<file path="src/rtl/lfsr_run_ctrl.sv">
// lfsr_run_ctrl: seeds and steps a 5-bit Galois LFSR, streaming a counted run over valid/ready.
module lfsr_run_ctrl #(
  parameter int LEN_W = 8
) (
  input  logic             clk,
  input  logic             rst,
  input  logic             start,
  input  logic [4:0]       seed,
  input  logic [LEN_W-1:0] len,
  input  logic             abort,
  input  logic             out_ready,
  output logic             out_valid,
  output logic [4:0]       out_data,
  output logic             busy,
  output logic             done,
  output logic             zero_seed
);
  typedef enum logic [1:0] {IDLE, RUN, DONE} state_t;
  state_t state, state_d;
  logic [4:0] lfsr, lfsr_d, nxt;
  logic [LEN_W-1:0] rem, rem_d;
  logic zs_d;
  assign nxt = {lfsr[3], lfsr[2] ^ lfsr[4], lfsr[1], lfsr[0], lfsr[4]};
  always_comb begin
    state_d = state;
    lfsr_d  = lfsr;
    rem_d   = rem;
    zs_d    = 1'b0;
    case (state)
      IDLE: if (start) begin
        state_d = (len != '0) ? RUN : DONE;
        lfsr_d  = (len == '0) ? lfsr : (seed == 5'b0) ? 5'b11111 : seed;
        zs_d    = (len != '0) && (seed == 5'b0);
        rem_d   = len;
      end
      RUN: if (abort) begin
        state_d = IDLE;
        rem_d   = '0;
      end else if (out_ready) begin
        lfsr_d  = nxt;
        rem_d   = rem - LEN_W'(1);
        state_d = (rem == LEN_W'(1)) ? DONE : RUN;
      end
      DONE: state_d = IDLE;
      default: state_d = IDLE;
    endcase
  end
  always_ff @(posedge clk or negedge rst) begin
    if (!rst) begin
      state     <= IDLE;
      lfsr      <= 5'b11111;
      rem       <= '0;
      zero_seed <= 1'b0;
    end else begin
      state     <= state_d;
      lfsr      <= lfsr_d;
      rem       <= rem_d;
      zero_seed <= zs_d;
    end
  end
  assign out_valid = (state == RUN);
  assign busy      = (state == RUN);
  assign done      = (state == DONE);
  assign out_data  = lfsr;
endmodule

</file>
<file path="config.mk">
export PLATFORM = sky130hd
export DESIGN_NAME = lfsr_run_ctrl
export DESIGN_NICKNAME = d
export VERILOG_FILES = /design/src/rtl/lfsr_run_ctrl.sv
export SDC_FILE = /design/constraint.sdc
export NUM_CORES = 1
export LEC_CHECK = 0
export CAP_MARGIN = 10
export CELL_PAD_IN_SITES_DETAIL_PLACEMENT = 0
export CELL_PAD_IN_SITES_GLOBAL_PLACEMENT = 1
export CORE_AREA = 2 2 58 60
export CTS_BUF_LIST = sky130_fd_sc_hd__clkbuf_2 sky130_fd_sc_hd__clkbuf_4 sky130_fd_sc_hd__clkbuf_8
export DETAILED_ROUTE_END_ITERATION = 8
export DIE_AREA = 0 0 60 62
export PLACE_DENSITY = 0.73
export SYNTH_ARGS = -nofsm -noshare
export SYNTH_HDL_FRONTEND = slang
export SYNTH_SLANG_ARGS = --single-unit
</file>
<file path="constraint.sdc">
create_clock -name clk -period 1.48 [get_ports clk]
set_input_delay 0.296 -clock clk [delete_from_list [all_inputs] [get_ports clk]]
set_output_delay 0.296 -clock clk [all_outputs]
set_load 0.05 [all_outputs]
</file>
==> results of run 1 <==
## layout make-up
cell class	instances	area share
multi-input cells	73	0.3410
repair buffers	53	0.3366
flip-flops and latches	16	0.2435
well taps	46	0.03425
inverters	11	0.02681
clock buffers	4	0.01787
## synthesized netlist by cell type, drive strengths merged
cell type | count | area, um2
o21ai | 14 | 73.82
dfrtp | 11 | 275.3
inv | 11 | 41.29
nor2 | 9 | 33.78
a21oi | 6 | 30.03
dfstp | 5 | 131.4
o22ai | 5 | 31.28
a32oi | 4 | 35.03
mux2i | 4 | 40.04
nand2 | 4 | 17.52
a22oi | 3 | 22.52
clkbuf | 3 | 11.26
nor3 | 3 | 15.01
a31oi | 2 | 12.51
ha | 2 | 25.02
nor4 | 2 | 12.51
a211o | 1 | 10.01
a211oi | 1 | 7.510
a2bb2oi | 1 | 26.28
and2 | 1 | 6.260
and2b | 1 | 8.760
and3 | 1 | 7.510
and3b | 1 | 8.760
buf | 1 | 7.510
mux2 | 1 | 15.01
nand4 | 1 | 6.260
nor3b | 1 | 18.77
nor4b | 1 | 8.760
or2b | 1 | 7.510
or3b | 1 | 8.760
or4 | 1 | 7.510
xor2 | 1 | 8.760
## kinds of logic after synthesis
kind of cell / share of synthesized area
buffers and inverters: 0.06178
AND/OR/NAND/NOR: 0.1725
adder cells (fa/ha/maj): 0.02574
AO/OA/AOI/OAI: 0.2561
flip-flops: 0.4183
XOR/XNOR: 0.009011
multiplexers: 0.05663
## path summary, 6_finish.rpt
kind | start | endpoint | slack, ns | depth (start not counted)
worst max-delay path | state[1]$_DFFE_PN0P_ | out_valid | -0.05 | 3
worst max register to register | state[1]$_DFFE_PN0P_ | out_data[2]$_DFFE_PN1P_ | 0.01 | 6
worst min register to register | out_data[0]$_DFFE_PN1P_ | out_data[0]$_DFFE_PN1P_ | 0.51 | 2
max in group asynchronous | rst | out_data[2]$_DFFE_PN1P_ | 0.90 | 2
worst min-delay path | rst | zero_seed$_DFF_PN0_ | 0.32 | 2
min in group clk | seed[0] | out_data[0]$_DFFE_PN1P_ | 0.47 | 3
## layer usage
layer / routed length (um) / up-vias / track usage
met5: 0 / - / 0
met4: 10 / 0 / 0.05397
met3: 151 / 2 / 0.02277
met2: 1333 / 35 / 0.2624
met1: 1245 / 492 / 0.2028
li1: - / 488 / -
## state kept, by name, summed over array words and instances (netlist names)
name / flops
rem: 8
out_data: 5
state: 2
zero_seed: 1
## through the flow
step	std cells	TNS, ns	setup slack, ns	total power (uW)	hold slack [ns]
floorplan	104	0	0.02822	2024	0.0004090
global placement	194	-4.649	-0.3412	2827	0.4844
detailed placement	194	-5.072	-0.3699	2864	0.4899
CTS	201	-0.1471	-0.05291	3208	0.3247
global route	203	-0.7118	-0.1025	3567	0.3344
finish	203	-0.1293	-0.04732	3347	0.3215
## worst max-delay path, cell delays in order, from the launching register on
cell,delay (ns)
dfrtp_2,0.41
or2b_4,0.26
clkinvlp_4,0.12
buf_12,0.14
## timing repair
item / CTS / global route
pin swaps: 4 / 3
resized for setup: 9 / 15
setup endpoints to repair: 16 / 17
setup buffers: 3 / 2
## power breakdown
group / internal (uW) / switching [uW] / total, uW
logic: 1080 / 1140 / 2220
clock network: 123 / 145 / 268
registers: 680 / 181 / 861
total: 1880 / 1460 / 3350
==> run metrics, run 1 <==
Avg Cell Area, Syn=9.348 um2; status=complete, but fails checks; Initial Utilization=0.3058; die area=approximately 3700 um2; peak supply drop=between 0.8 and 0.9 mV; final worst setup slack=-0.04732 ns; count of final hold-check violations=0; CP arrival=1.23 ns; CP Capture Type=primary output; Layout area overhead=72.84%; FMAX=0.6547 GHz; Synth Instances=between 100 and 150; area of the multi-input gates=roughly 570 um2; Final min period=about 1.5 ns; RSZ-0062 raised after global routing=yes; drt wl/cell=13.49 um; Clock transition at path regs=around 0.10 ns; fin util=0.5285; Die X=approximately 60 um; register bit total from synthesis=16; H-tree depth=1; cts hold-fix bufs=0; Final nets=roughly 180; CTS max path bufs=2; pin count of the biggest net entering global routing=17; Final HPWL DP=~2.0 mm; io pins=27; Crit path required time=~1.2 ns; Tot GR Track Use=0.1551; DRC viols=0; Worst Tran Pin Value=about 0.40 ns; most common cell after layout, fill and taps aside=buf_4; mapped cell area=roughly 1000 um2; vias in the first global route=just over 1000; Final Instance Area=between 1500 and 2000 um2; total CTS buffers=3; LEAKAGE=between 0.0007 and 0.0008 uW; Post-Route Skew=between 0.005 and 0.006 ns; vias=1017; storage element area=around 410 um2; I/O Buffers=26; initial antenna violation count=0; layout cells sized above 1=0.4331; Netlist cell types=34; WL final=roughly 2.7 mm; ANT cells=0; Hold Path Class=input pin to async pin; fillers=just under 300; Antenna Nets Post-Route=0; startpoint types=flip-flop; Finish-stage setup viols=3; drt via density=5.010; Slew Limit Fails=0; first-pass GRT wire length=4.409 mm; max_cap viols=0; die height=62 um; cell row count=21; highest-count cells in the layout ignoring fill and taps=25 x buf_4, 14 x clkdlybuf4s50_1, 10 x inv_1, 10 x buf_12, 9 x dfrtp_1; syn_nets=~120; final period utilization=1.032; Crit Path Class=flip-flop to primary output; Clock Latency Late Sink=~0.29 ns; initial DRC count=40; crit-path max FO=3; failing checks=setup timing; core area=3179 um2; pwr/cell area=roughly 2000 nW/um2; post-synthesis sequential area ratio=0.4183; Congestion Overflow GR=0; CTS sink cnt=16; DP Area=roughly 1500 um2; gpl congestion=approximately 0.86; Worst slew margin=0.7301; YS warnings=0; Pre-antenna DRT Iters=4; root buffer cell=clkbuf_4; CTS tree=done
Power figures use the tool's default switching activity.
==> run 2: changes to the inputs <==
- REMOVE_ABC_BUFFERS: not set -> 1
- TNS_END_PERCENT: not set -> 20
==> run metrics, run 2 (synthesis results as in run 1) <==
Finish-stage setup viols=6; Crit Path Class=flip-flop to primary output; final period utilization=1.035; Worst slew margin=0.7767; Crit path required time=1.18 ns; Worst Tran Pin Value=0.3337 ns; layout cells sized above 1=0.3947; DRC viols=0; Pre-antenna DRT Iters=4; max_cap viols=0; startpoint types=flip-flop; max reg flops=8; count of final hold-check violations=0; setup slack, reg-to-reg=~0.020 ns; most common cell after layout, fill and taps aside=buf_4; CTS max path bufs=2; Final HPWL DP=approximately 2 mm; Clock Latency Late Sink=just under 0.3 ns; H-tree depth=1; status=complete, but fails checks; die area=between 3000 and 4000 um2; Biggest register=rem; Initial Utilization=0.3058; vias=between 900 and 1000; peak supply drop=1.377 mV; gpl congestion=about 0.9; initial antenna violation count=0; final worst setup slack=-0.05248 ns; cell count after placement=191; CTS tree=done; FMAX=approximately 0.65 GHz; Final min period=between 1.5 and 2 ns; fillers=approximately 300; RSZ-0062 raised after global routing=yes; final non-filler cell total=roughly 200; Layout area overhead=66.15%; first-pass GRT wire length=about 4.3 mm; highest-count cells in the layout ignoring fill and taps=22 x buf_4, 15 x clkdlybuf4s50_1, 11 x o21ai_0, 10 x inv_1; Congestion Overflow GR=0; CP Capture Type=primary output; Antenna Nets Post-Route=0; CTS sink cnt=16; total CTS buffers=3; WL final=2.673 mm; Final nets=173; Die X=about 60 um; Slew Limit Fails=0; Hold Path Class=input pin to async pin; storage element area=between 400 and 500 um2; area of the multi-input gates=around 560 um2; LEAKAGE=0.0007034 uW; Critical R2R Capture=out_data[3]$_DFFE_PN1P_; Tot GR Track Use=0.1570; drt via density=slightly below 5; failing checks=setup timing; Post-Route Skew=0.004194 ns; root buffer cell=clkbuf_4; CP arrival=between 1 and 1.5 ns; pwr/cell area=around 2000 nW/um2; pin count of the biggest net entering global routing=17; DP Area=1504 um2; ANT cells=0; io pins=27; I/O Buffers=26; R2R cell count=6; cell row count=21; Worst R2R Start=state[1]$_DFFE_PN0P_; vias in the first global route=between 900 and 1000; Final Instance Area=about 1600 um2; core area=3179 um2; initial DRC count=28; drt wl/cell=approximately 14 um; crit-path max FO=3; die height=between 60 and 70 um; Clock transition at path regs=0.10 ns
-- run 2: per-layer routing --
metal | global-route usage | wire length (um)
met1 | 0.1804 | 1173
met2 | 0.2857 | 1354
met3 | 0.03520 | 134
met4 | 0.05714 | 10
met5 | 0 | 0
-- run 2: critical path: stages, from the launching register on --
cell	delay, ns
dfrtp_2	0.41
or2b_1	0.26
inv_2	0.13
buf_12	0.15
-- run 2: repair_timing --
| action | in CTS | in global routing |
|---|---|---|
| pin swaps | 5 | 1 |
| setup endpoints to repair | 15 | 18 |
| resized for setup | 10 | 8 |
| hold buffers | 0 | 0 |
| buffers inserted | 3 | 0 |
-- run 2: how the worst max path moves through the flow --
stage	end	depth (start not counted)	start	slack (ns)
4_1_cts	out_valid	3	state[1]$_DFFE_PN0P_	-0.07
3_5_place_dp	zero_seed$_DFF_PN0_	4	seed[1]	-0.40
2_1_floorplan	out_data[4]$_DFFE_PN1P_	4	state[1]$_DFFE_PN0P_	-0.44
5_1_grt	busy	3	state[1]$_DFFE_PN0P_	-0.1
6_report	out_valid	3	state[1]$_DFFE_PN0P_	-0.05
3_3_place_gp	zero_seed$_DFF_PN0_	4	seed[1]	-0.38
-- run 2: layout make-up --
type                            instances  share of cell area
Timing Repair Buffer                   48              0.3176
Inverter                               11             0.02556
Tap cell                               46             0.03563
Multi-Input combinational cell         73              0.3455
Clock buffer                            4             0.02246
Sequential cell                        16              0.2533
-- run 2: power breakdown --
part | internal [uW] | switching (uW) | leakage, uW
clock | 150 | 149 | 0.0000210
combinational | 1010 | 1070 | 0.000493
sequential | 680 | 190 | 0.000190
total | 1840 | 1410 | 0.000703
-- run 2: through the flow --
| stage | util | TNS, ns | setup WS (ns) | total power, uW | hold WS, ns |
|---|---|---|---|---|---|
| floorplan | - | -0.9239 | -0.4445 | 1937 | 0.0004090 |
| global placement | 0.4730 | -4.892 | -0.3777 | 2788 | 0.4886 |
| detailed placement | 0.4730 | -5.503 | -0.3985 | 2810 | 0.4893 |
| CTS | 0.5014 | -0.2449 | -0.07287 | 3209 | 0.3184 |
| global route | 0.5081 | -0.6017 | -0.09954 | 3467 | 0.3408 |
| finish | 0.5081 | -0.2051 | -0.05248 | 3255 | 0.3180 |
